### config.mk
export PLATFORM = sky130hd
export DESIGN_NAME = hud_label_sequencer
export DESIGN_NICKNAME = d
export VERILOG_FILES = /design/src/rtl/hud_pkg.sv /design/src/rtl/hud_label_cfg_bank.sv /design/src/rtl/hud_label_sequencer.sv
export SDC_FILE = /design/constraint.sdc
export NUM_CORES = 1
export LEC_CHECK = 0
export CORE_ASPECT_RATIO = 0.7
export CORE_MARGIN = 2
export CORE_UTILIZATION = 54
export DETAILED_ROUTE_END_ITERATION = 8
export GPL_TIMING_DRIVEN = 0
export PLACE_DENSITY = 0.75
export REMOVE_ABC_BUFFERS = 1
export SKIP_LAST_GASP = 1
export SLEW_MARGIN = 20
export SYNTH_ARGS = -nofsm -noshare
export SYNTH_HDL_FRONTEND = slang
export SYNTH_HIERARCHICAL = 1
export SYNTH_SLANG_ARGS = --single-unit
### constraint.sdc
create_clock -name clk -period 8.4 [get_ports clk]
set_clock_uncertainty 0.05 [all_clocks]
set_input_delay 2.1 -clock clk [delete_from_list [all_inputs] [get_ports clk]]
set_output_delay 2.1 -clock clk [all_outputs]
set_load 0.05 [all_outputs]
### src/rtl/hud_pkg.sv
// Shared types, palette and span-test helper for the HUD label sequencer.
package hud_pkg;

  localparam int COORD_W = 11;

  typedef struct packed {
    logic [COORD_W-1:0] x;
    logic [COORD_W-1:0] y;
    logic               index;
    logic               en;
  } label_cfg_t;

  typedef enum logic {
    SHOW = 1'b0,
    HIDE = 1'b1
  } blink_state_t;

  localparam logic [7:0] LABEL_COLOR [4] = '{8'hFF, 8'hE0, 8'h1C, 8'h03};

  localparam label_cfg_t LABEL_CFG_RESET = '{x: 11'd0, y: 11'd0, index: 1'b0, en: 1'b0};

  // One extra bit keeps origin+len from wrapping near the right/bottom edge.
  function automatic logic in_span(input logic [COORD_W-1:0] pos,
                                   input logic [COORD_W-1:0] origin,
                                   input logic [COORD_W:0]   len);
    logic [COORD_W:0] lo;
    logic [COORD_W:0] hi;
    lo = {1'b0, origin};
    hi = lo + len;
    return ({1'b0, pos} >= lo) && ({1'b0, pos} < hi);
  endfunction

endpackage

### src/rtl/hud_label_cfg_bank.sv
// Shadow/live label configuration with per-slot pending bits; shadows
// are promoted to live only on the frame-start pulse.
module hud_label_cfg_bank
  import hud_pkg::*;
#(
  parameter  int NUM_LABELS = 4,
  localparam int ID_W       = $clog2(NUM_LABELS)
) (
  input  logic                              i_clk,
  input  logic                              i_reset,
  input  logic                              i_sof,
  input  logic                              i_cfg_valid,
  output logic                              o_cfg_ready,
  input  logic [ID_W-1:0]                   i_cfg_sel,
  input  logic [COORD_W-1:0]                i_cfg_x,
  input  logic [COORD_W-1:0]                i_cfg_y,
  input  logic                              i_cfg_index,
  input  logic                              i_cfg_en,
  output label_cfg_t [NUM_LABELS-1:0]       o_live
);

  label_cfg_t [NUM_LABELS-1:0] r_live;
  label_cfg_t [NUM_LABELS-1:0] r_shadow;
  logic       [NUM_LABELS-1:0] r_pending;
  logic                        w_accept;
  label_cfg_t                  w_wr_cfg;

  assign o_cfg_ready = !r_pending[i_cfg_sel];
  assign w_accept    = i_cfg_valid && !r_pending[i_cfg_sel];
  assign w_wr_cfg    = '{x: i_cfg_x, y: i_cfg_y, index: i_cfg_index, en: i_cfg_en};
  assign o_live      = r_live;

  // A write landing with the frame pulse stays pending for the following frame.
  always_ff @(posedge i_clk or posedge i_reset) begin
    if (i_reset) begin
      r_live    <= {NUM_LABELS{LABEL_CFG_RESET}};
      r_shadow  <= {NUM_LABELS{LABEL_CFG_RESET}};
      r_pending <= '0;
    end else begin
      for (int s = 0; s < NUM_LABELS; s++) begin
        if (i_sof && r_pending[s]) begin
          r_live[s]    <= r_shadow[s];
          r_pending[s] <= 1'b0;
        end
        if (w_accept && (i_cfg_sel == ID_W'(s))) begin
          r_shadow[s]  <= w_wr_cfg;
          r_pending[s] <= 1'b1;
        end
      end
    end
  end

endmodule

### src/rtl/hud_label_sequencer.sv
// Resolves each pixel to at most one HUD label slot, drives the shared glyph
// bitmap and re-colours its registered hit with the winning slot's palette entry.
module hud_label_sequencer
  import hud_pkg::*;
#(
  parameter  int NUM_LABELS   = 4,
  parameter  int LABEL_W      = 34,
  parameter  int LABEL_H      = 32,
  parameter  int BLINK_FRAMES = 30,
  localparam int ID_W         = $clog2(NUM_LABELS),
  localparam int CNT_W        = $clog2(BLINK_FRAMES)
) (
  input  logic                clk,
  input  logic                reset,
  input  logic [COORD_W-1:0]  pixelX,
  input  logic [COORD_W-1:0]  pixelY,
  input  logic                startOfFrame,
  input  logic                cfg_valid,
  output logic                cfg_ready,
  input  logic [ID_W-1:0]     cfg_sel,
  input  logic [COORD_W-1:0]  cfg_x,
  input  logic [COORD_W-1:0]  cfg_y,
  input  logic                cfg_index,
  input  logic                cfg_en,
  input  logic                active_player,
  input  logic                blink_en,
  output logic [COORD_W-1:0]  bm_offsetX,
  output logic [COORD_W-1:0]  bm_offsetY,
  output logic                bm_inside,
  output logic                bm_index,
  input  logic                bm_hit,
  output logic                drawingRequest,
  output logic [7:0]          RGBout,
  output logic [ID_W-1:0]     label_id
);

  label_cfg_t [NUM_LABELS-1:0] w_live;
  logic       [NUM_LABELS-1:0] w_slot_hit;
  logic                        w_win_vld;
  logic       [ID_W-1:0]       w_win_id;
  label_cfg_t                  w_win_cfg;
  logic       [COORD_W-1:0]    w_offx;
  logic       [COORD_W-1:0]    w_offy;
  logic                        w_win_idx;

  blink_state_t                r_blink_state;
  blink_state_t                w_blink_state_nxt;
  logic       [CNT_W-1:0]      r_blink_cnt;
  logic       [CNT_W-1:0]      w_blink_cnt_nxt;
  logic                        w_hide;

  logic       [1:0][ID_W-1:0]  r_id_dly;
  logic       [1:0]            r_vld_dly;
  logic                        w_draw;

  hud_label_cfg_bank #(
    .NUM_LABELS (NUM_LABELS)
  ) u_cfg_bank (
    .i_clk       (clk),
    .i_reset     (reset),
    .i_sof       (startOfFrame),
    .i_cfg_valid (cfg_valid),
    .o_cfg_ready (cfg_ready),
    .i_cfg_sel   (cfg_sel),
    .i_cfg_x     (cfg_x),
    .i_cfg_y     (cfg_y),
    .i_cfg_index (cfg_index),
    .i_cfg_en    (cfg_en),
    .o_live      (w_live)
  );

  // Blink state register
  always_ff @(posedge clk or posedge reset) begin
    if (reset) begin
      r_blink_state <= SHOW;
      r_blink_cnt   <= '0;
    end else begin
      r_blink_state <= w_blink_state_nxt;
      r_blink_cnt   <= w_blink_cnt_nxt;
    end
  end

  // Blink next state: frame counter wraps and toggles the phase
  always_comb begin
    w_blink_state_nxt = r_blink_state;
    w_blink_cnt_nxt   = r_blink_cnt;
    if (!blink_en) begin
      w_blink_state_nxt = SHOW;
      w_blink_cnt_nxt   = '0;
    end else if (startOfFrame) begin
      if (r_blink_cnt == CNT_W'(BLINK_FRAMES - 1)) begin
        w_blink_cnt_nxt = '0;
        case (r_blink_state)
          SHOW:    w_blink_state_nxt = HIDE;
          HIDE:    w_blink_state_nxt = SHOW;
          default: w_blink_state_nxt = SHOW;
        endcase
      end else begin
        w_blink_cnt_nxt = r_blink_cnt + CNT_W'(1);
      end
    end else begin
      w_blink_cnt_nxt = r_blink_cnt;
    end
  end

  // Blink output: mask active-player labels during the hidden phase
  always_comb begin
    w_hide = 1'b0;
    if (blink_en && (r_blink_state == HIDE)) begin
      w_hide = 1'b1;
    end else begin
      w_hide = 1'b0;
    end
  end

  // Per-slot rectangle test with blink masking
  always_comb begin
    w_slot_hit = '0;
    for (int s = 0; s < NUM_LABELS; s++) begin
      w_slot_hit[s] = w_live[s].en
                   && in_span(pixelX, w_live[s].x, 12'(LABEL_W))
                   && in_span(pixelY, w_live[s].y, 12'(LABEL_H))
                   && !(w_hide && (w_live[s].index == active_player));
    end
  end

  // Lowest-numbered hitting slot wins; scanning downward leaves it last
  always_comb begin
    w_win_vld = 1'b0;
    w_win_id  = '0;
    for (int s = NUM_LABELS - 1; s >= 0; s--) begin
      if (w_slot_hit[s]) begin
        w_win_vld = 1'b1;
        w_win_id  = ID_W'(s);
      end else begin
        w_win_vld = w_win_vld;
      end
    end
    w_win_cfg = w_live[w_win_id];
    if (w_win_vld) begin
      w_offx    = pixelX - w_win_cfg.x;
      w_offy    = pixelY - w_win_cfg.y;
      w_win_idx = w_win_cfg.index;
    end else begin
      w_offx    = '0;
      w_offy    = '0;
      w_win_idx = 1'b0;
    end
  end

  // Bitmap drive and slot delay line aligned with the bitmap's registered hit
  always_ff @(posedge clk or posedge reset) begin
    if (reset) begin
      bm_offsetX <= '0;
      bm_offsetY <= '0;
      bm_inside  <= 1'b0;
      bm_index   <= 1'b0;
      r_id_dly   <= '0;
      r_vld_dly  <= '0;
    end else begin
      bm_offsetX  <= w_offx;
      bm_offsetY  <= w_offy;
      bm_inside   <= w_win_vld;
      bm_index    <= w_win_idx;
      r_id_dly[0] <= w_win_id;
      r_vld_dly[0] <= w_win_vld;
      r_id_dly[1] <= r_id_dly[0];
      r_vld_dly[1] <= r_vld_dly[0];
    end
  end

  assign w_draw = bm_hit && r_vld_dly[1];

  // Re-tag the bitmap hit with the winning slot's colour
  always_ff @(posedge clk or posedge reset) begin
    if (reset) begin
      drawingRequest <= 1'b0;
      RGBout         <= 8'h00;
      label_id       <= '0;
    end else begin
      drawingRequest <= w_draw;
      RGBout         <= w_draw ? LABEL_COLOR[r_id_dly[1]] : 8'h00;
      label_id       <= w_draw ? r_id_dly[1] : '0;
    end
  end

endmodule

==> reports/results.tsv, run 1 <==
metric	value	unit
status	finished clean	
Clock Root Buffer	clkbuf_16	
Setup violations, final	0	
Area growth syn-to-layout	15.6	%
hold crit path type	flip-flop to flip-flop	
Ys Warns	6	
met1 Usage GRT	0.413	
top-area cell type share of the netlist area	0.393	
met2 usage	0.380	
Sequential Power Share	0.310	
syn avg cell area	11.1	um^2
P_leak	8.41	nW
compound-gate portion of the synthesized area	0.0928	
Worst setup SP type	primary input	
vias	10803	
most used routing layer	met1	
fmax	127	MHz
Post-Synth XOR/XNOR Area	0.0343	
Longest Clk Path Bufs	3	
most common flop cell mapped by yosys	dfrtp_1	
number of flops mapped to enable cells by yosys	0	
pre-CTS WS	116	ps
pin count of the biggest net entering global routing	100	
Max-Cap Viols	0	
endpoints failing hold	0	
clk sink count	237	
PortBufs	90	
first-pass GRT wire length	60200	um
worst slew pin tran	873	ps
crit-path leading delay family	simple AND/OR/NAND/NOR gates	
detailed-route DRC error count	0	
CTS buffer count	24	
met3 Track Usage GR	0.0560	
die area	29300	um^2
vias in the first global route	10509	
Sum Neg Setup Slack	0	ps
worst path cell trace	clkdlybuf4s50_1 -> ha_1 -> a21o_1 -> a211o_1 -> nor3_1 -> or3_1 -> nand4b_1 -> nor2_1 -> nor2_1 -> nand2_2 -> mux2i_1 -> ha_1 -> fa_1 -> nor2b_1 -> o21ai_0 -> a21boi_0 -> o21ai_0 -> a21oi_1 -> o2111a_1 -> a311oi_1 -> or2_2 -> mux2i_1	
GRT overflow	0	
Synth area leader	dfrtp_1	
WP buf/inv	1	
CTS H-Tree Depth	1	
# resized after CTS	0	
Yosys cell types	76	
Switch Pwr	2.42	mW
sequential share of the synthesized area	0.393	
PwrDens	341	nW/um^2
Final Core Density	0.631	
Skew-Pair Late Insertion Delay	550	ps
Iter 0 DRT Violations	803	
top post-synthesis cells by count	237 x dfrtp_1, 184 x ha_1, 177 x mux2_2	
Die Ht	144	um
Worst EP required	8820	ps
Die X	204	um
wire per inst	20.7	um
Setup CP Type	primary input to flip-flop	
Area after DPL	16600	um^2
Syn Inst Count	1358	
postcts setup bufs	0	
Final Power	5.95	mW
mux share of post-synthesis cell area	0.193	
post-route antenna net violation count	0	
Total GRT Usage	0.267	
fin nets	1696	
cell count after placement	1800	
Placer Congestion	0.908	
Clock Power Share	0.195	
n_diodes	0	
Mapped Area	15100	um^2
relative slew slack	0.417	
initial antenna violation count	0	
I/O Pins	91	
Setup crit end kind	flip-flop	
CTS tree	built	
# hold bufs at CTS	0	
final WL	38200	um
slowest cell delay on critical path	880	ps
Post-Synth Adder-Cell Area	0.155	
fin cells	1844	
Reg clk slew, reported paths	70	ps
main combinational cell family by area after synthesis	multiplexers	
minimum hold slack	303	ps
Arr. time, crit path	8290	ps
count leader, synth	dfrtp_1	
DR vias/cell	5.86	
dpl hpwl	28800	um
fin crit share	0.936	
CORE AREA	27600	um^2
ranking of synthesized cells by area	dfrtp_1 39%, ha_1 15%, mux2_2 13%, mux2i_1 4.3%, inv_1 3.1%	
peak supply drop	0.000180	V
layout cell share with drive strength beyond 1	0.179	
setup repair after global routing missed its margin	false	
Post-synth ARST share	1.00	
Final Max Slew Viols	0	
fin worst setup slack	534	ps
post-layout min period	7870	ps
Layout Cell Area excl Fill	17400	um^2
Yosys reg bits	237	
drt pass-1 iters	6	
switch share	0.407	
Initial Util	0.546	
Gate power share	0.495	
Synth Area in Simple Gates	0.0842	
CP max stage cell	clkdlybuf4s50_1	
crit-path max FO	23	
Cell Int Power	3.53	mW
floorplan row count	51	
-- layout make-up --
type / instances / area, um^2
fillers: 2158 / 10200
clock buffers: 34 / 708
clock inverters: 10 / 160
flip-flops and latches: 237 / 5930
multi-input cells: 960 / 8480
well taps: 371 / 464
repair buffers: 106 / 1210
inverters: 126 / 482
-- cells by family after synthesis --
| logic type | Yosys count |
|---|---|
| AO/OA/AOI/OAI | 209 |
| XOR/XNOR | 59 |
| adder cells (fa/ha/maj) | 186 |
| buffers and inverters | 161 |
| flip-flops | 237 |
| multiplexers | 262 |
| AND/OR/NAND/NOR | 244 |
-- power groups by stage --
stage	logic [mW]	registers (mW)	clock network (mW)
2_1_floorplan	2.07	1.81	0
3_3_place_gp	2.75	1.83	0
3_5_place_dp	2.89	1.85	0
4_1_cts	2.92	1.83	1.18
5_1_grt	3.27	1.89	1.23
6_report	2.94	1.84	1.16
-- final timing paths --
kind / cells past startpoint / slack [ps] / end / startpoint
max in group asynchronous: 3 / 5290 / u_cfg_bank/o_live[82] / reset
setup reg to reg: 26 / 1660 / bm_offsetY[10] / u_cfg_bank/o_live[38]
hold reg to reg: 0 / 300 / r_id_dly[2] / r_id_dly[0]
hold / removal: 0 / 300 / r_id_dly[2] / r_id_dly[0]
min in group asynchronous: 2 / 1990 / bm_offsetY[4] / reset
setup / recovery: 22 / 530 / bm_offsetY[10] / pixelY[6]
-- cells in the final DEF, fill, tap and decap left out, types with 44 or more instances in the layout --
cell and instances:
clkdlybuf4s50_1 90, mux2_2 177, nor2_1 52, a21oi_1 52, dfrtp_1 237, o21ai_0 44, xnor2_1 53, nand2_1 50
ha_1 184, inv_1 123, mux2i_1 65
-- state kept, by name, indices dropped and copies added (netlist names), 3 cells and up --
| name | count |
|---|---|
| u_cfg_bank/r_pending | 4 |
| bm_offsetY | 11 |
| RGBout | 3 |
| r_blink_cnt | 5 |
| r_id_dly | 4 |
| bm_offsetX | 11 |
| u_cfg_bank/r_shadow | 96 |
| u_cfg_bank/o_live | 96 |
-- layer usage --
| metal | vias to the layer above | routed length (um) |
|---|---|---|
| met5 | - | 0 |
| met4 | 0 | 758 |
| met3 | 53 | 3190 |
| met2 | 339 | 15400 |
| met1 | 5326 | 18900 |
| li1 | 5085 | - |
(Power assumes the default switching activity.)
==> run 2, diff against run 1 <==
Settings changed: CELL_PAD_IN_SITES_DETAIL_PLACEMENT set to 2, CELL_PAD_IN_SITES_GLOBAL_PLACEMENT set to 2, CORE_UTILIZATION 54 to 41, GPL_TIMING_DRIVEN 0 to unset, PLACE_DENSITY 0.75 to 0.83, SLEW_MARGIN 20 to 10.
==> run 2 against run 1 <==
  * Worst hold slack got worse by 2.4 ps
  * Clock power increased by 6%
  * Largest power group unchanged
  * Global-route usage is 1.9 points higher
==> reports/results.tsv, run 2 (synthesized netlist as in run 1, its figures left out) <==
metric	value	unit
status	finished clean	
Worst setup SP type	primary input	
vias	11426	
CTS tree	built	
DR vias/cell	5.84	
# hold bufs at CTS	0	
first-pass GRT wire length	81300	um
initial antenna violation count	1	
Sequential Power Share	0.304	
switch share	0.444	
setup repair after global routing missed its margin	false	
Die X	233	um
Area growth syn-to-layout	15.5	%
crit-path leading delay family	compound AO/OA/AOI/OAI gates	
CP max stage cell	clkdlybuf4s50_1	
relative slew slack	0.302	
Worst EP required	8840	ps
GRT overflow	0	
PwrDens	368	nW/um^2
Gate power share	0.504	
Clock Power Share	0.192	
Setup violations, final	0	
endpoints failing hold	0	
I/O Pins	91	
postcts setup bufs	0	
worst path cell trace	clkdlybuf4s50_1 -> ha_1 -> or3_4 -> a2111oi_0 -> a311oi_1 -> a211oi_2 -> nand4_2 -> clkinv_2 -> nor2_1 -> nand2_1 -> mux2i_1 -> ha_1 -> fa_1 -> nor2b_1 -> o21ai_0 -> a21boi_0 -> o21ai_0 -> a21oi_1 -> o2111a_1 -> a311oi_1 -> or2_2 -> mux2i_1	
Arr. time, crit path	8060	ps
CORE AREA	36100	um^2
drt pass-1 iters	5	
CTS buffer count	26	
Setup CP Type	primary input to flip-flop	
P_leak	8.33	nW
PortBufs	90	
Skew-Pair Late Insertion Delay	590	ps
crit-path max FO	10	
Clock Root Buffer	clkbuf_16	
worst slew pin tran	1040	ps
final WL	53700	um
layout cell share with drive strength beyond 1	0.178	
slowest cell delay on critical path	720	ps
fin nets	1698	
floorplan row count	58	
CTS H-Tree Depth	1	
Final Max Slew Viols	0	
dpl hpwl	39700	um
worst reg-to-reg setup slack	1570	ps
Initial Util	0.418	
Sum Neg Setup Slack	0	ps
Die Ht	164	um
Reg clk slew, reported paths	60	ps
# resized after CTS	0	
clk sink count	237	
hold crit path type	flip-flop to flip-flop	
die area	38300	um^2
most frequent cells in the layout	237 x dfrtp_1, 184 x ha_1, 177 x mux2_2	
Switch Pwr	2.84	mW
Placer Congestion	0.861	
Iter 0 DRT Violations	732	
Longest Clk Path Bufs	3	
minimum hold slack	300	ps
fin crit share	0.907	
fmax	131	MHz
Setup crit end kind	flip-flop	
Max-Cap Viols	0	
Final Power	6.40	mW
WP buf/inv	2	
vias in the first global route	12942	
post-route antenna net violation count	0	
commonest non-fill, non-tap cell in the layout	dfrtp_1	
Total GRT Usage	0.286	
post-layout min period	7620	ps
detailed-route DRC error count	0	
peak supply drop	0.000162	V
Cell Int Power	3.56	mW
wire per inst	27.5	um
pin count of the biggest net entering global routing	130	
[run 2: routing by layer]
layer,vias up,GRT usage,share of wire
li1,5061,-,-
met1,5979,0.396,0.46
met2,298,0.457,0.45
met3,86,0.0568,0.065
met4,2,0.0787,0.026
met5,-,0,0.00024
[run 2: area by class of cell]
| type | count | area, um^2 |
|---|---|---|
| clock buffer | 33 | 717 |
| multi-input combinational | 960 | 8460 |
| clock inverter | 13 | 179 |
| antenna | 2 | 5.00 |
| tap | 480 | 601 |
| inverter | 126 | 482 |
| sequential | 237 | 5930 |
| timing repair buffer | 106 | 1030 |
| fill | 3611 | 18700 |
[run 2: final timing paths]
| path | start | endpoint | cells past startpoint |
|---|---|---|---|
| min in group asynchronous | reset | u_cfg_bank/o_live[84] | 2 |
| min reg2reg | r_id_dly[0] | r_id_dly[2] | 0 |
| max reg2reg | u_cfg_bank/o_live[38] | bm_offsetY[10] | 26 |
| min | r_id_dly[0] | r_id_dly[2] | 0 |
| max in group asynchronous | reset | u_cfg_bank/o_live[41] | 3 |
| max | pixelX[10] | bm_offsetY[10] | 22 |
[run 2: stage by stage]
stage / util / instance area (um^2) / instances / worst slack (ps)
after floorplan: - / 14800 / 1323 / 909
after global placement: 0.458 / 16500 / 1909 / 648
after detailed placement: 0.458 / 16500 / 1909 / 298
after CTS: 0.483 / 17400 / 1955 / 859
after global routing: 0.483 / 17400 / 1955 / 322
final: 0.483 / 17400 / 1957 / 781
[run 2: power by group through the flow]
stage               clock network (mW)  logic [mW]  registers (mW)
finish                            1.23        3.22            1.95
global route                      1.30        3.54            1.98
CTS                               1.26        3.20            1.93
detailed placement                   0        3.13            1.93
global placement                     0        2.86            1.87
floorplan                            0        2.07            1.81
